==> src/rtl/debug_baud_if.sv <==
// ---------------------------------------------------------------------------
// debug_baud_if
// Signal bundle between the debug baud controller and its neighbours
// (autobaud detector, debug register file, debug UART RX/TX).
//
// Strobe semantics: ab_wr and cfg_wr are single-cycle write strobes. Each one
// qualifies its divisor bus in the same cycle. There is no ready/backpressure.
// A strobe is either accepted in that cycle or dropped.
//
// Signals (direction seen from the controller, i.e. the slave modport):
//   ab_wr     in   autobaud divisor-valid strobe
//   ab_div    in   autobaud divisor [7:0]
//   cfg_wr    in   host divisor write strobe
//   cfg_div   in   host divisor [7:0]
//   cfg_lock  in   level; freezes divisor against autobaud writes / re-arm
//   rx        in   synchronised debug RX line
//   ab_rst_n  out  active-low re-arm reset to the autobaud detector
//   baud_div  out  current divisor [7:0]
//   baud_tick out  one-cycle 16x oversample strobe
//   locked    out  a valid divisor is loaded and the tick is running
//   brk_det   out  one-cycle pulse when a line break is recognised
// ---------------------------------------------------------------------------
interface debug_baud_if;
    logic       ab_wr;
    logic [7:0] ab_div;
    logic       cfg_wr;
    logic [7:0] cfg_div;
    logic       cfg_lock;
    logic       rx;
    logic       ab_rst_n;
    logic [7:0] baud_div;
    logic       baud_tick;
    logic       locked;
    logic       brk_det;

    modport master (
        output ab_wr, ab_div, cfg_wr, cfg_div, cfg_lock, rx,
        input  ab_rst_n, baud_div, baud_tick, locked, brk_det
    );

    modport slave (
        input  ab_wr, ab_div, cfg_wr, cfg_div, cfg_lock, rx,
        output ab_rst_n, baud_div, baud_tick, locked, brk_det
    );
endinterface

==> src/rtl/debug_baud_ctrl.sv <==
// ---------------------------------------------------------------------------
// debug_baud_ctrl
// Owns the debug UART baud divisor. It arbitrates between autobaud and host
// divisor writes. It generates the 16x oversample tick, with a period of
// 2*baud_div clocks. It watches RX for a line break. When a break is seen
// while the divisor is not locked by the host, it pulses the autobaud
// detector's reset so that the rate can be renegotiated.
//
// Ports:
//   clk          in   system clock, rising edge
//   rst_n        in   synchronous active-low reset
//   bus          slave modport of debug_baud_if (see that file)
//   o_dbg_state  out  current FSM state (0 DETECT, 1 LOCKED, 2 REARM)
// ---------------------------------------------------------------------------
module debug_baud_ctrl #(
    parameter int BRK_TICKS = 320,
    parameter int REARM_CYC = 2
) (
    input  logic               clk,
    input  logic               rst_n,
    debug_baud_if.slave        bus,
    output logic [1:0]         o_dbg_state
);

    typedef enum logic [1:0] {
        ST_DETECT = 2'd0,
        ST_LOCKED = 2'd1,
        ST_REARM  = 2'd2
    } state_t;

    state_t      r_state;
    state_t      w_state_nxt;

    logic [7:0]  r_baud_div;
    logic [8:0]  r_presc;
    logic [11:0] r_brk_cnt;
    logic [3:0]  r_rearm_cnt;
    logic        r_brk_det;

    logic        w_cfg_ok;
    logic        w_ab_ok;
    logic        w_wr_accept;
    logic [7:0]  w_wr_div;
    logic [8:0]  w_presc_top;
    logic        w_tick;
    logic        w_brk_hit;
    logic        w_rearm_done;

    // Write arbitration. A host write always wins. An autobaud write needs
    // the host lock to be clear and no host write in the same cycle. Zero
    // divisors are treated as no write at all.
    always_comb begin
        w_cfg_ok    = bus.cfg_wr && (bus.cfg_div != 8'd0);
        w_ab_ok     = bus.ab_wr && (bus.ab_div != 8'd0) && !bus.cfg_lock && !bus.cfg_wr;
        w_wr_accept = (r_state != ST_REARM) && (w_cfg_ok || w_ab_ok);
        w_wr_div    = w_cfg_ok ? bus.cfg_div : bus.ab_div;
    end

    // Prescaler terminal count is 2*div-1. The divisor is never zero while
    // LOCKED, so the subtraction cannot wrap.
    assign w_presc_top = {r_baud_div, 1'b0} - 9'd1;
    assign w_tick      = (r_state == ST_LOCKED) && (r_presc == w_presc_top);

    // A break is the BRK_TICKS-th consecutive low tick. A write in the same
    // cycle takes priority: it restarts the monitor and no break is recognised.
    assign w_brk_hit = (r_state == ST_LOCKED) && !w_wr_accept && w_tick && !bus.rx
                       && (r_brk_cnt == 12'(BRK_TICKS - 1));

    assign w_rearm_done = (r_state == ST_REARM) && (r_rearm_cnt == 4'(REARM_CYC - 1));

    // FSM state register
    always_ff @(posedge clk) begin
        if (!rst_n) begin
            r_state <= ST_DETECT;
        end else begin
            r_state <= w_state_nxt;
        end
    end

    // FSM next-state logic
    always_comb begin
        w_state_nxt = r_state;
        case (r_state)
            ST_DETECT: begin
                if (w_wr_accept) w_state_nxt = ST_LOCKED;
            end
            ST_LOCKED: begin
                if (w_wr_accept) begin
                    w_state_nxt = ST_LOCKED;
                end else if (w_brk_hit && !bus.cfg_lock) begin
                    w_state_nxt = ST_REARM;
                end
            end
            ST_REARM: begin
                if (w_rearm_done) w_state_nxt = ST_DETECT;
            end
            default: w_state_nxt = ST_DETECT;
        endcase
    end

    // Datapath: divisor, prescaler, break counter, re-arm timer, brk pulse
    always_ff @(posedge clk) begin
        if (!rst_n) begin
            r_baud_div  <= 8'd0;
            r_presc     <= 9'd0;
            r_brk_cnt   <= 12'd0;
            r_rearm_cnt <= 4'd0;
            r_brk_det   <= 1'b0;
        end else begin
            r_brk_det <= w_brk_hit;

            if (w_wr_accept) begin
                r_baud_div <= w_wr_div;
            end

            if (w_wr_accept || (r_state != ST_LOCKED) || w_tick) begin
                r_presc <= 9'd0;
            end else begin
                r_presc <= r_presc + 9'd1;
            end

            // Any high RX sample breaks the run of low ticks.
            if (w_wr_accept || (r_state != ST_LOCKED) || bus.rx || w_brk_hit) begin
                r_brk_cnt <= 12'd0;
            end else if (w_tick && (r_brk_cnt != 12'hFFF)) begin
                r_brk_cnt <= r_brk_cnt + 12'd1;
            end

            if (r_state == ST_REARM) begin
                r_rearm_cnt <= r_rearm_cnt + 4'd1;
            end else begin
                r_rearm_cnt <= 4'd0;
            end
        end
    end

    assign bus.baud_div  = r_baud_div;
    assign bus.baud_tick = w_tick;
    assign bus.locked    = (r_state == ST_LOCKED);
    assign bus.ab_rst_n  = (r_state != ST_REARM);
    assign bus.brk_det   = r_brk_det;
    assign o_dbg_state   = r_state;

endmodule

==> src/flat_wrapper.sv <==
// flat-port wrapper written by rule: the top's interface ports become plain ports
module debug_baud_ctrl_flat 
#(
    parameter int BRK_TICKS = 320,
    parameter int REARM_CYC = 2
)
  (clk, rst_n, o_dbg_state, bus_ab_wr, bus_ab_div, bus_cfg_wr, bus_cfg_div, bus_cfg_lock, bus_rx, bus_ab_rst_n, bus_baud_div, bus_baud_tick, bus_locked, bus_brk_det);
  debug_baud_if bus_i ();
  input  logic clk;
  input  logic rst_n;
  output logic [1:0] o_dbg_state;
  input wire logic [$bits(bus_i.ab_wr)-1:0] bus_ab_wr;
  input wire logic [$bits(bus_i.ab_div)-1:0] bus_ab_div;
  input wire logic [$bits(bus_i.cfg_wr)-1:0] bus_cfg_wr;
  input wire logic [$bits(bus_i.cfg_div)-1:0] bus_cfg_div;
  input wire logic [$bits(bus_i.cfg_lock)-1:0] bus_cfg_lock;
  input wire logic [$bits(bus_i.rx)-1:0] bus_rx;
  output wire logic [$bits(bus_i.ab_rst_n)-1:0] bus_ab_rst_n;
  output wire logic [$bits(bus_i.baud_div)-1:0] bus_baud_div;
  output wire logic [$bits(bus_i.baud_tick)-1:0] bus_baud_tick;
  output wire logic [$bits(bus_i.locked)-1:0] bus_locked;
  output wire logic [$bits(bus_i.brk_det)-1:0] bus_brk_det;
  assign bus_i.ab_wr = bus_ab_wr;
  assign bus_i.ab_div = bus_ab_div;
  assign bus_i.cfg_wr = bus_cfg_wr;
  assign bus_i.cfg_div = bus_cfg_div;
  assign bus_i.cfg_lock = bus_cfg_lock;
  assign bus_i.rx = bus_rx;
  assign bus_ab_rst_n = bus_i.ab_rst_n;
  assign bus_baud_div = bus_i.baud_div;
  assign bus_baud_tick = bus_i.baud_tick;
  assign bus_locked = bus_i.locked;
  assign bus_brk_det = bus_i.brk_det;
  debug_baud_ctrl #(.BRK_TICKS(BRK_TICKS), .REARM_CYC(REARM_CYC)) u_core (.clk(clk), .rst_n(rst_n), .bus(bus_i), .o_dbg_state(o_dbg_state));
endmodule
==> config.mk <==
export PLATFORM = sky130hd
export DESIGN_NAME = debug_baud_ctrl_flat
export DESIGN_NICKNAME = d
export VERILOG_FILES = /design/src/rtl/debug_baud_if.sv /design/src/rtl/debug_baud_ctrl.sv /design/src/flat_wrapper.sv
export SDC_FILE = /design/constraint.sdc
export NUM_CORES = 1
export LEC_CHECK = 0
export BUFFER_PORTS_ARGS = -buffer_cell sky130_fd_sc_hd__buf_2
export CAP_MARGIN = 10
export CORE_ASPECT_RATIO = 0.9
export CORE_MARGIN = 1
export CORE_UTILIZATION = 34
export DETAILED_ROUTE_END_ITERATION = 16
export HOLD_SLACK_MARGIN = 0.02
export PLACE_DENSITY = 0.62
export SYNTH_ARGS = -nofsm -noshare
export SYNTH_HDL_FRONTEND = slang
export SYNTH_SLANG_ARGS = --single-unit
==> constraint.sdc <==
create_clock -name clk -period 3.9 [get_ports clk]
set_input_delay 0.39 -clock clk [delete_from_list [all_inputs] [get_ports clk]]
set_output_delay 0.39 -clock clk [all_outputs]
set_load 0.1 [all_outputs]
# --- Yosys cells after proc, flatten, opt, wreduce, memory -nomap -nowiden ---
# Cells that the tools add are included.
word_totals:
  ff_bits: 36
  inputBits: 22
  word_cells: 57
  output_inout_bits: 14
op_classes:
  n_reduce_logical: 29
  mux: 6
  add_sub_neg: 4
  n_eq_ne: 11
  bitwise: 1
op_table:
  columns: ["cell", "count"]
  rows:
  - ["$reduce_bool A8 Y1", 2]
  - ["$logic_and A1 B1 Y1", 13]
  - ["$add A12 B1 Y12 const B", 1]
  - ["$eq A12 B9 Y1 const B", 1]
  - ["$ne A12 B12 Y1 const B", 1]
  - ["$add A9 B1 Y9 const B", 1]
  - ["$eq A9 B9 Y1", 1]
  - ["$sub A9 B1 Y9 const B", 1]
  - ["$mux W2", 4]
  - ["$mux W8", 1]
  - ["$ne A2 B1 Y1 const B", 3]
  - ["$pmux W2 S3", 1]
  - ["$logic_or A1 B1 Y1", 5]
  - ["$add A4 B1 Y4 const B", 1]
  - ["$eq A4 B1 Y1 const B", 1]
  - ["$logic_not A1 Y1", 4]
  - ["$reduce_or A2 Y1", 2]
  - ["$ne A3 B1 Y1 const B", 1]
  - ["$reduce_and A3 Y1", 1]
  - ["$eq A2 B1 Y1 const B", 1]
  - ["$eq A2 B2 Y1 const B", 1]
  - ["$logic_not A2 Y1", 1]
  - ["$ne A2 B2 Y1 const B", 1]
  - ["$reduce_and A2 Y1", 1]
  - ["$not A1 Y1", 1]

# --- Longest topological paths before layout ---
# Gate-level depths: netlist of run 1.
depth:
  depth_word: 15
  ltp_mapped: 9
  ltp_nobuf: 8

# --- Least setup slack after synthesis of run 1 ---
# Ideal clock, no wire load.
synth_timing:
  kind: "flip-flop to output port"
  start: "register u_core.r_baud_div[2] (netlist: u_core.bus.baud_div[2])"
  end: "output bus_baud_tick"
  slack_ps: -279
  t_required_ps: 3510
  n_path_buf: 1
  path_stages_with_launch: 7
  arrival_time_ps: 3789
  path_cell_list: "dfxtp_1 -> or3_4 -> or4_1 -> a211o_1 -> a211o_1 -> buf_2 -> nor2_1"
synth_via:
  elab_chain_cells: 3
synth_rtl:
  columns: ["item", "line", "source"]
  rows:
  - ["start: declaration", "debug_baud_ctrl.sv:34", "logic [7:0] r_baud_div;"]
  - ["start signal: assignment", "debug_baud_ctrl.sv:113", "r_baud_div <= w_wr_div;"]
  - ["$sub A9 B1 Y9", "debug_baud_ctrl.sv:61", "assign w_presc_top = {r_baud_div, 1'b0} - 9'd1;"]
  - ["$eq A9 B9 Y1", "debug_baud_ctrl.sv:62", "assign w_tick = (r_state == ST_LOCKED) && (r_presc == w_presc_top);"]
  - ["$logic_and A1 B1 Y1", "debug_baud_ctrl.sv:62", null]
  - ["end: declaration", "flat_wrapper.sv:20", "output wire logic [$bits(bus_i.baud_tick)-1:0] bus_baud_tick;"]
# No other way between the ends.

# --- Final worst setup path of run 1 ---
# Ends and elaborated chain as after synthesis.

==> flow_summary.rst, run 1 <==
.. list-table::
   :header-rows: 1

   * - Metric
     - Value
   * - Crit share post-route
     - between 80 and 90%
   * - Dominant cell type by count on the critical path
     - a211o_1
   * - Placement Rows
     - 25
   * - Worst path cell trace
     - or3_4 > or4_1 > a211o_1 > a211o_1 > nor2_2 > buf_2
   * - Stages on worst setup path
     - 6
   * - Share of layout cells above drive strength 1
     - 18.3%
   * - Final Core Density
     - 42.8%
   * - Number of nets produced by synthesis
     - approximately 270
   * - CTS Hold Buffers Added
     - 0
   * - Post-cts resize count
     - 0
   * - Max Transition Viols Final
     - 0
   * - Data arrival time of the critical path
     - 2.93 ns
   * - Total Nets Final
     - around 310
   * - Antenna cells
     - 0
   * - Number of instances in the synthesized netlist
     - between 200 and 250
   * - Internal power
     - roughly 610 µW
   * - Worst setup path endpoint
     - bus_baud_tick
   * - Detailed-router iteration count before antenna repair
     - 4
   * - Clock buffers created by TritonCTS
     - 5
   * - # H-tree levels
     - 2
   * - Synth-to-layout area growth
     - 17.5%
   * - Status
     - finished, final reports clean
   * - Total Routed Length
     - around 4.7 mm
   * - Worst max-slew margin expressed relative to the limit
     - around two fifths
   * - Worst clock skew
     - approximately 0.011 ns
   * - Kind of path behind the tightest hold check
     - in -> reg
   * - Count of pins on the block boundary
     - 36
   * - Drt wl/cell
     - 13.5 µm
   * - Number of design-rule violations left by the first detailed-router iteration
     - 84
   * - Die Width
     - 82.3 µm
   * - Net load switching power
     - about 260 µW
   * - Overall die height
     - ~74 µm
   * - PortBufs
     - 35
   * - Cell depth of the worst flop-to-flop path
     - 7
   * - Shortest clock period the worst path allows after layout
     - about 3.3 ns
   * - Worst Setup Path Type
     - reg -> out
   * - Reported leakage power
     - approximately 0.91 nW
   * - TritonCTS Sinks
     - 36
   * - Core region area
     - roughly 5400 µm²
   * - Worst-margin pin slew
     - between 0.9 and 1 ns
   * - Switching part of the total power
     - between 20 and 30%
   * - Count of synthesis-stage warnings from yosys
     - 0
   * - Global-route wire length before repair
     - 7.82 mm
   * - Predominant post-synthesis flop cell
     - dfxtp_1
   * - Via count of the first global-routing pass
     - 1,676
   * - Source of the critical timing path
     - u_core.bus.baud_div[2]$_SDFFE_PN0P_
   * - Family of cells with the greatest summed delay on the critical path
     - simple AND/OR/NAND/NOR gates
   * - Synthesized area per cell
     - about 8 µm²
   * - Vias
     - 1,856
   * - Count of flip-flops with a built-in enable after synthesis
     - 0
   * - Number of antenna violations at the first check in global routing
     - 0
   * - Logic pwr share
     - between 10% and 20%
   * - Sequential fraction of design power
     - between 40 and 50%
   * - Max frequency
     - about 300 MHz
   * - Clock-pin slew of the registers on the worst-case setup and hold paths
     - approximately 0.08 ns
   * - Post-synth design cell area
     - 1970 µm²
   * - Max-cap violations
     - 0
   * - Effective utilization at floorplan
     - between 30% and 40%
   * - Largest fanout on the critical path
     - 13
   * - Unrepaired setup endpoints after global routing
     - false
   * - Area share of the largest cell type after synthesis
     - 36.5%
   * - Critical path endpoint category
     - output pin
   * - Insertion delay of the later-clocked pin in the worst-skew pair
     - roughly 0.29 ns
   * - Power per Cell Area
     - 374 nW/µm²
   * - Cells taking the most area after synthesis
     - dfxtp_1 37%, nand2_1 5.3%, nor2_1 4.6%
   * - Area of the die
     - 6110 µm²
   * - Clock tree from TritonCTS
     - built
   * - Gpl congestion
     - about 0.8
   * - Number of fillers in the final layout
     - about 570
   * - Worst R2R Setup Slack
     - around 0.84 ns
   * - Remaining design rule violation count
     - 0
   * - Pin count of the biggest net entering global routing
     - 17
   * - Vias per cell
     - 5.36
   * - Count of final hold-check violations
     - 0
   * - Ys async rst share
     - 0%
   * - Synth unique cells
     - 45
   * - Antenna violation net count after detailed routing
     - 0
   * - Capturing point of the worst reg2reg path
     - u_core.r_brk_cnt[6]$_SDFFE_PP0P_
   * - Worst-case clock buffer depth
     - 2
   * - Peak ir drop on the vdd network
     - roughly 0.3 mV
   * - Kind of start point of the critical path
     - flop
   * - Buffer count from post-CTS setup fixing
     - 0
   * - Critical path buffer and inverter count
     - 1
   * - Final HPWL DP
     - 3.46 mm
   * - Sum of negative setup slack
     - 0 ns
   * - Flip-flop and latch count after synthesis
     - 36
   * - Sequential share of the synthesized area
     - between 30% and 40%
   * - Cell type of the slowest stage on the worst timing path
     - or4_1
   * - Largest area contributor in the synthesized netlist
     - dfxtp_1
   * - Part of the power in the clock network
     - 37.5%
   * - Residual overflow from global routing
     - 0
   * - Required @ worst endpoint
     - 3.51 ns
   * - Final setup viols
     - 0
   * - All-layer global routing usage
     - between 10% and 20%
   * - Crit-path max cell delay
     - ~0.5 ns
   * - Source of the worst register-to-register timing path
     - u_core.bus.baud_div[2]$_SDFFE_PN0P_
   * - Clock tree root buffer cell
     - clkbuf_8
-- kinds of logic after synthesis --
kind of cell    after synthesis  synth area share, %
compound gates               51                 18.3
xor+xnor                     16                 7.10
simple gates                118                 31.6
flops                        36                 36.5
buf+inv                      15                 3.30
fa+ha+maj                     5                 3.17
-- per-stage QoR --
step / power [mW] / instances / worst slack, ns / hold slack (ns) / cell area [µm²]
after detailed placement: 0.550 / 338 / 0.859 / 0.463 / 2210
final: 0.868 / 346 / 0.581 / 0.325 / 2320
after global placement: 0.550 / 338 / 0.921 / 0.450 / 2210
after floorplan: 0.513 / 241 / 0.188 / 0.433 / 1980
after CTS: 0.876 / 346 / 0.573 / 0.321 / 2320
after global routing: 0.905 / 346 / 0.437 / 0.331 / 2320
-- cells in the final DEF, fill, tap and decap left out, types with 2 or more instances in the layout --
cell / instances
dfxtp_1: 36
or4_1: 8
xor2_1: 10
and4_1: 2
o211ai_1: 2
nor4_1: 4
o41ai_1: 4
or4b_2: 3
a211o_1: 2
nand2b_1: 2
buf_2: 35
xnor2_1: 6
nand2_1: 28
and3_1: 3
nor2_1: 23
o21ai_0: 8
nand4b_1: 3
o211a_1: 8
clkbuf_8: 5
or3_1: 6
o31a_1: 2
inv_1: 9
and2_1: 4
ha_1: 5
nand4_1: 4
o31ai_1: 2
a21oi_1: 14
nand3_1: 17
nor3_1: 5
-- Yosys cell counts (all sizes together), types with 5 or more instances --
master   n
a21oi   14
dfxtp   36
ha       5
inv      9
nand2   28
nand3   17
nor2    24
nor3     5
o211a    8
o21ai    9
or3      7
or4      8
xnor2    6
xor2    10
-- flip-flops by register name, indices dropped and copies added, names as in the netlist --
| signal | flops |
|---|---|
| u_core.o_dbg_state | 2 |
| u_core.bus.baud_div | 8 |
| u_core.bus.brk_det | 1 |
| u_core.r_presc | 9 |
| u_core.r_rearm_cnt | 4 |
| u_core.r_brk_cnt | 12 |
-- power groups by stage --
stage / registers, mW / clock network (mW) / logic (mW)
finish: 0.389 / 0.325 / 0.154
global route: 0.391 / 0.350 / 0.165
CTS: 0.389 / 0.334 / 0.154
detailed placement: 0.397 / 0 / 0.153
global placement: 0.397 / 0 / 0.153
floorplan: 0.448 / 0 / 0.0652
-- area by class of cell --
type / count / area [µm²] / area share (%)
sequential: 36 / 721 / 31.1
timing repair buffer: 36 / 183 / 7.88
clock buffer: 6 / 72.6 / 3.13
clock inverter: 2 / 35.0 / 1.51
inverter: 9 / 33.8 / 1.46
tap: 67 / 83.8 / 3.62
multi-input combinational: 190 / 1190 / 51.3
-- worst reg2reg max path, delay by kind of cell (launching register included) --
kind                   cells  cell delay (ns)
AO/OA/AOI/OAI              3             0.94
buffers and inverters      1             0.25
flip-flops                 1             0.38
AND/OR/NAND/NOR            3             1.42
-- layer usage --
metal | track usage [%] | up-vias | wire length [µm]
met1 | 22.9 | 848 | 2340
met3 | 3.56 | 5 | 231
li1 | - | 957 | -
met2 | 26.4 | 46 | 2050
met4 | 5.26 | 0 | 46
met5 | 0 | - | 0
-- how the worst min path moves through the flow --
stage | startpoint | endpoint | slack (ns) | cells after the start
floorplan | u_core.r_rearm_cnt[0]$_SDFF_PN0_ | u_core.r_rearm_cnt[0]$_SDFF_PN0_ | 0.43 | 1
CTS | bus_cfg_lock | u_core.o_dbg_state[1]$_SDFFE_PN0P_ | 0.32 | 2
global placement | u_core.r_rearm_cnt[0]$_SDFF_PN0_ | u_core.r_rearm_cnt[0]$_SDFF_PN0_ | 0.45 | 1
global route | bus_cfg_lock | u_core.o_dbg_state[1]$_SDFFE_PN0P_ | 0.33 | 2
detailed placement | u_core.r_rearm_cnt[0]$_SDFF_PN0_ | u_core.r_rearm_cnt[0]$_SDFF_PN0_ | 0.46 | 1
finish | bus_cfg_lock | u_core.o_dbg_state[1]$_SDFFE_PN0P_ | 0.32 | 2
Note: power is estimated with default switching activity, not from simulation.
==> run 2, diff against run 1 <==
CORE_ASPECT_RATIO = unset   (was 0.9)
PLACE_DENSITY = 0.64   (was 0.62)
==> run 2 against run 1 <==
  * Clock power hardly changed
  * Final cell count up 1.2%
  * Sequential power about the same
  * Global-route usage is 0.24 points lower
  * Clock skew is 0.0071 ns lower
  * Combinational power hardly changed
  * Critical path depth unchanged
  * Power fell by 0.56%
  * Sequential share of layout area about the same
  * Final area about the same
==> flow_summary.rst, run 2 (same netlist as run 1, synthesis figures left out) <==
.. list-table::
   :header-rows: 1

   * - Metric
     - Value
   * - Status
     - finished, final reports clean
   * - Worst setup path endpoint
     - bus_baud_tick
   * - Required @ worst endpoint
     - between 3 and 4 ns
   * - TritonCTS Sinks
     - 36
   * - Global-route wire length before repair
     - slightly above 8 mm
   * - Reported leakage power
     - between 0.9 and 1 nW
   * - Worst R2R Setup Slack
     - approximately 0.89 ns
   * - Remaining design rule violation count
     - 0
   * - Total Routed Length
     - around 4.5 mm
   * - Area of the die
     - between 6000 and 7000 µm²
   * - GR met3 Demand/Resource
     - roughly 4.5%
   * - Max-cap violations
     - 0
   * - Detailed-router iteration count before antenna repair
     - 4
   * - # H-tree levels
     - 2
   * - Source of the critical timing path
     - u_core.bus.baud_div[2]$_SDFFE_PN0P_
   * - Shortest clock period the worst path allows after layout
     - ~3.5 ns
   * - Kind of path behind the tightest hold check
     - in -> reg
   * - Source of the worst register-to-register timing path
     - u_core.bus.baud_div[2]$_SDFFE_PN0P_
   * - Buffer count from post-CTS setup fixing
     - 0
   * - Clock-pin slew of the registers on the worst-case setup and hold paths
     - 0.07 ns
   * - All-layer global routing usage
     - ~17%
   * - Vias
     - 1,849
   * - Count of pins on the block boundary
     - 36
   * - Effective utilization at floorplan
     - roughly 36%
   * - Capturing point of the worst reg2reg path
     - u_core.r_brk_cnt[8]$_SDFFE_PP0P_
   * - Crit share post-route
     - 88.6%
   * - Overall die height
     - 78.2 µm
   * - Worst clock skew
     - approximately 0.0042 ns
   * - Antenna violation net count after detailed routing
     - 0
   * - Number of flip-flops in the largest register
     - 12
   * - Most frequent standard cell in the layout excluding fill and tap cells
     - dfxtp_1
   * - Vias per cell
     - 5.28
   * - Clock tree root buffer cell
     - clkbuf_8
   * - Biggest register
     - u_core.r_brk_cnt
   * - GR Util met2
     - 25.7%
   * - Core region area
     - around 5500 µm²
   * - Most frequent cells in the layout
     - 36 x dfxtp_1, 35 x buf_2, 28 x nand2_1
   * - Die Width
     - between 70 and 80 µm
   * - Critical path endpoint category
     - output pin
   * - Pin count of the biggest net entering global routing
     - 26
   * - Unrepaired setup endpoints after global routing
     - false
   * - Insertion delay of the later-clocked pin in the worst-skew pair
     - roughly 0.29 ns
   * - Switching part of the total power
     - between 20% and 30%
   * - Area of the multi-input gates
     - approximately 1200 µm²
   * - Via count of the first global-routing pass
     - 1,829
   * - Largest fanout on the critical path
     - 25
   * - Max frequency
     - just under 300 MHz
   * - Final setup viols
     - 0
   * - Kind of start point of the critical path
     - flop
   * - Peak ir drop on the vdd network
     - between 0.15 and 0.2 mV
   * - Met1 GRT Util
     - approximately a fifth
   * - Drt wl/cell
     - between 10 and 15 µm
   * - Worst hold-check slack
     - 0.341 ns
   * - Worst max-slew margin expressed relative to the limit
     - a little under two fifths
   * - Final HPWL DP
     - about 3.3 mm
   * - Total Nets Final
     - between 300 and 400
   * - Share of layout cells above drive strength 1
     - around 18%
   * - Net load switching power
     - between 200 and 300 µW
   * - Number of antenna violations at the first check in global routing
     - 0
   * - Clock buffers created by TritonCTS
     - 5
   * - Sequential fraction of design power
     - 44.9%
   * - PortBufs
     - 35
   * - Synth-to-layout area growth
     - 17.4%
   * - Most Crowded Layer GR
     - met2
   * - Power per Cell Area
     - between 300 and 400 nW/µm²
   * - Logic pwr share
     - between 10% and 20%
   * - Data arrival time of the critical path
     - between 3 and 4 ns
   * - Worst-case clock buffer depth
     - 2
   * - CTS Hold Buffers Added
     - 0
   * - Post-cts resize count
     - 0
   * - Max Transition Viols Final
     - 0
   * - Internal power
     - between 600 and 700 µW
   * - Number of design-rule violations left by the first detailed-router iteration
     - 77
   * - Placement Rows
     - 27
   * - Residual overflow from global routing
     - 0
   * - Worst-margin pin slew
     - ~0.93 ns
   * - Sum of negative setup slack
     - 0 ns
   * - Cell depth of the worst flop-to-flop path
     - 6
   * - Part of the power in the clock network
     - between 30% and 40%
   * - Worst Setup Path Type
     - reg -> out
   * - Gpl congestion
     - 0.777
   * - Origin of the worst min-delay path
     - bus_cfg_lock
   * - Count of final hold-check violations
     - 0
   * - Antenna cells
     - 0
   * - Number of fillers in the final layout
     - about 570
   * - Register area
     - ~720 µm²
   * - Clock tree from TritonCTS
     - built
-- run 2: cell types whose count changed in the layout (fill, tap and decap cells not counted) --
cell	change
buf_4	-1
-- run 2: power groups by stage --
stage,logic [mW],registers (mW),clock network [mW]
2_1_floorplan,0.0652,0.448,0
3_3_place_gp,0.154,0.395,0
3_5_place_dp,0.154,0.396,0
4_1_cts,0.154,0.388,0.328
5_1_grt,0.166,0.389,0.346
6_report,0.154,0.387,0.322
-- run 2: critical path, stage by stage, from the launching register on --
cell     delay, ns
dfxtp_1       0.38
or3_4         0.43
or4_1         0.51
a211o_1       0.30
a211o_1       0.57
nor2_2        0.15
buf_2         0.43
-- run 2: final cells by class --
cell class,count,area share [%]
timing repair buffer,35,7.56
clock inverter,2,1.51
sequential,36,31.1
clock buffer,6,3.13
multi-input combinational,190,51.3
tap,72,3.89
inverter,9,1.46
-- run 2: per-stage QoR --
step                instance area, µm²  std cells  power (mW)  utilization (%)  setup WS (ns)
floorplan                         1980        241       0.513                -          0.188
global placement                  2210        342       0.549             39.9          0.801
detailed placement                2210        342       0.550             39.9          0.776
CTS                               2320        350       0.869             41.8          0.449
global route                      2320        350       0.901             41.8          0.325
finish                            2320        350       0.863             41.8          0.446
-- run 2: how the worst min path moves through the flow --
| stage | to | slack, ns | depth (start not counted) |
|---|---|---|---|
| after floorplan | u_core.r_rearm_cnt[0]$_SDFF_PN0_ | 0.43 | 1 |
| after global placement | u_core.r_rearm_cnt[0]$_SDFF_PN0_ | 0.45 | 1 |
| after detailed placement | u_core.r_rearm_cnt[0]$_SDFF_PN0_ | 0.46 | 1 |
| after CTS | u_core.o_dbg_state[1]$_SDFFE_PN0P_ | 0.33 | 2 |
| after global routing | u_core.o_dbg_state[1]$_SDFFE_PN0P_ | 0.34 | 2 |
| final | u_core.o_dbg_state[1]$_SDFFE_PN0P_ | 0.34 | 2 |
-- run 2: routing by layer --
layer / part of all wire [%] / vias to the layer above
met2: 44 / 28
met1: 51 / 862
met3: 3.7 / 4
met5: 0 / -
li1: - / 955
met4: 1.2 / 0
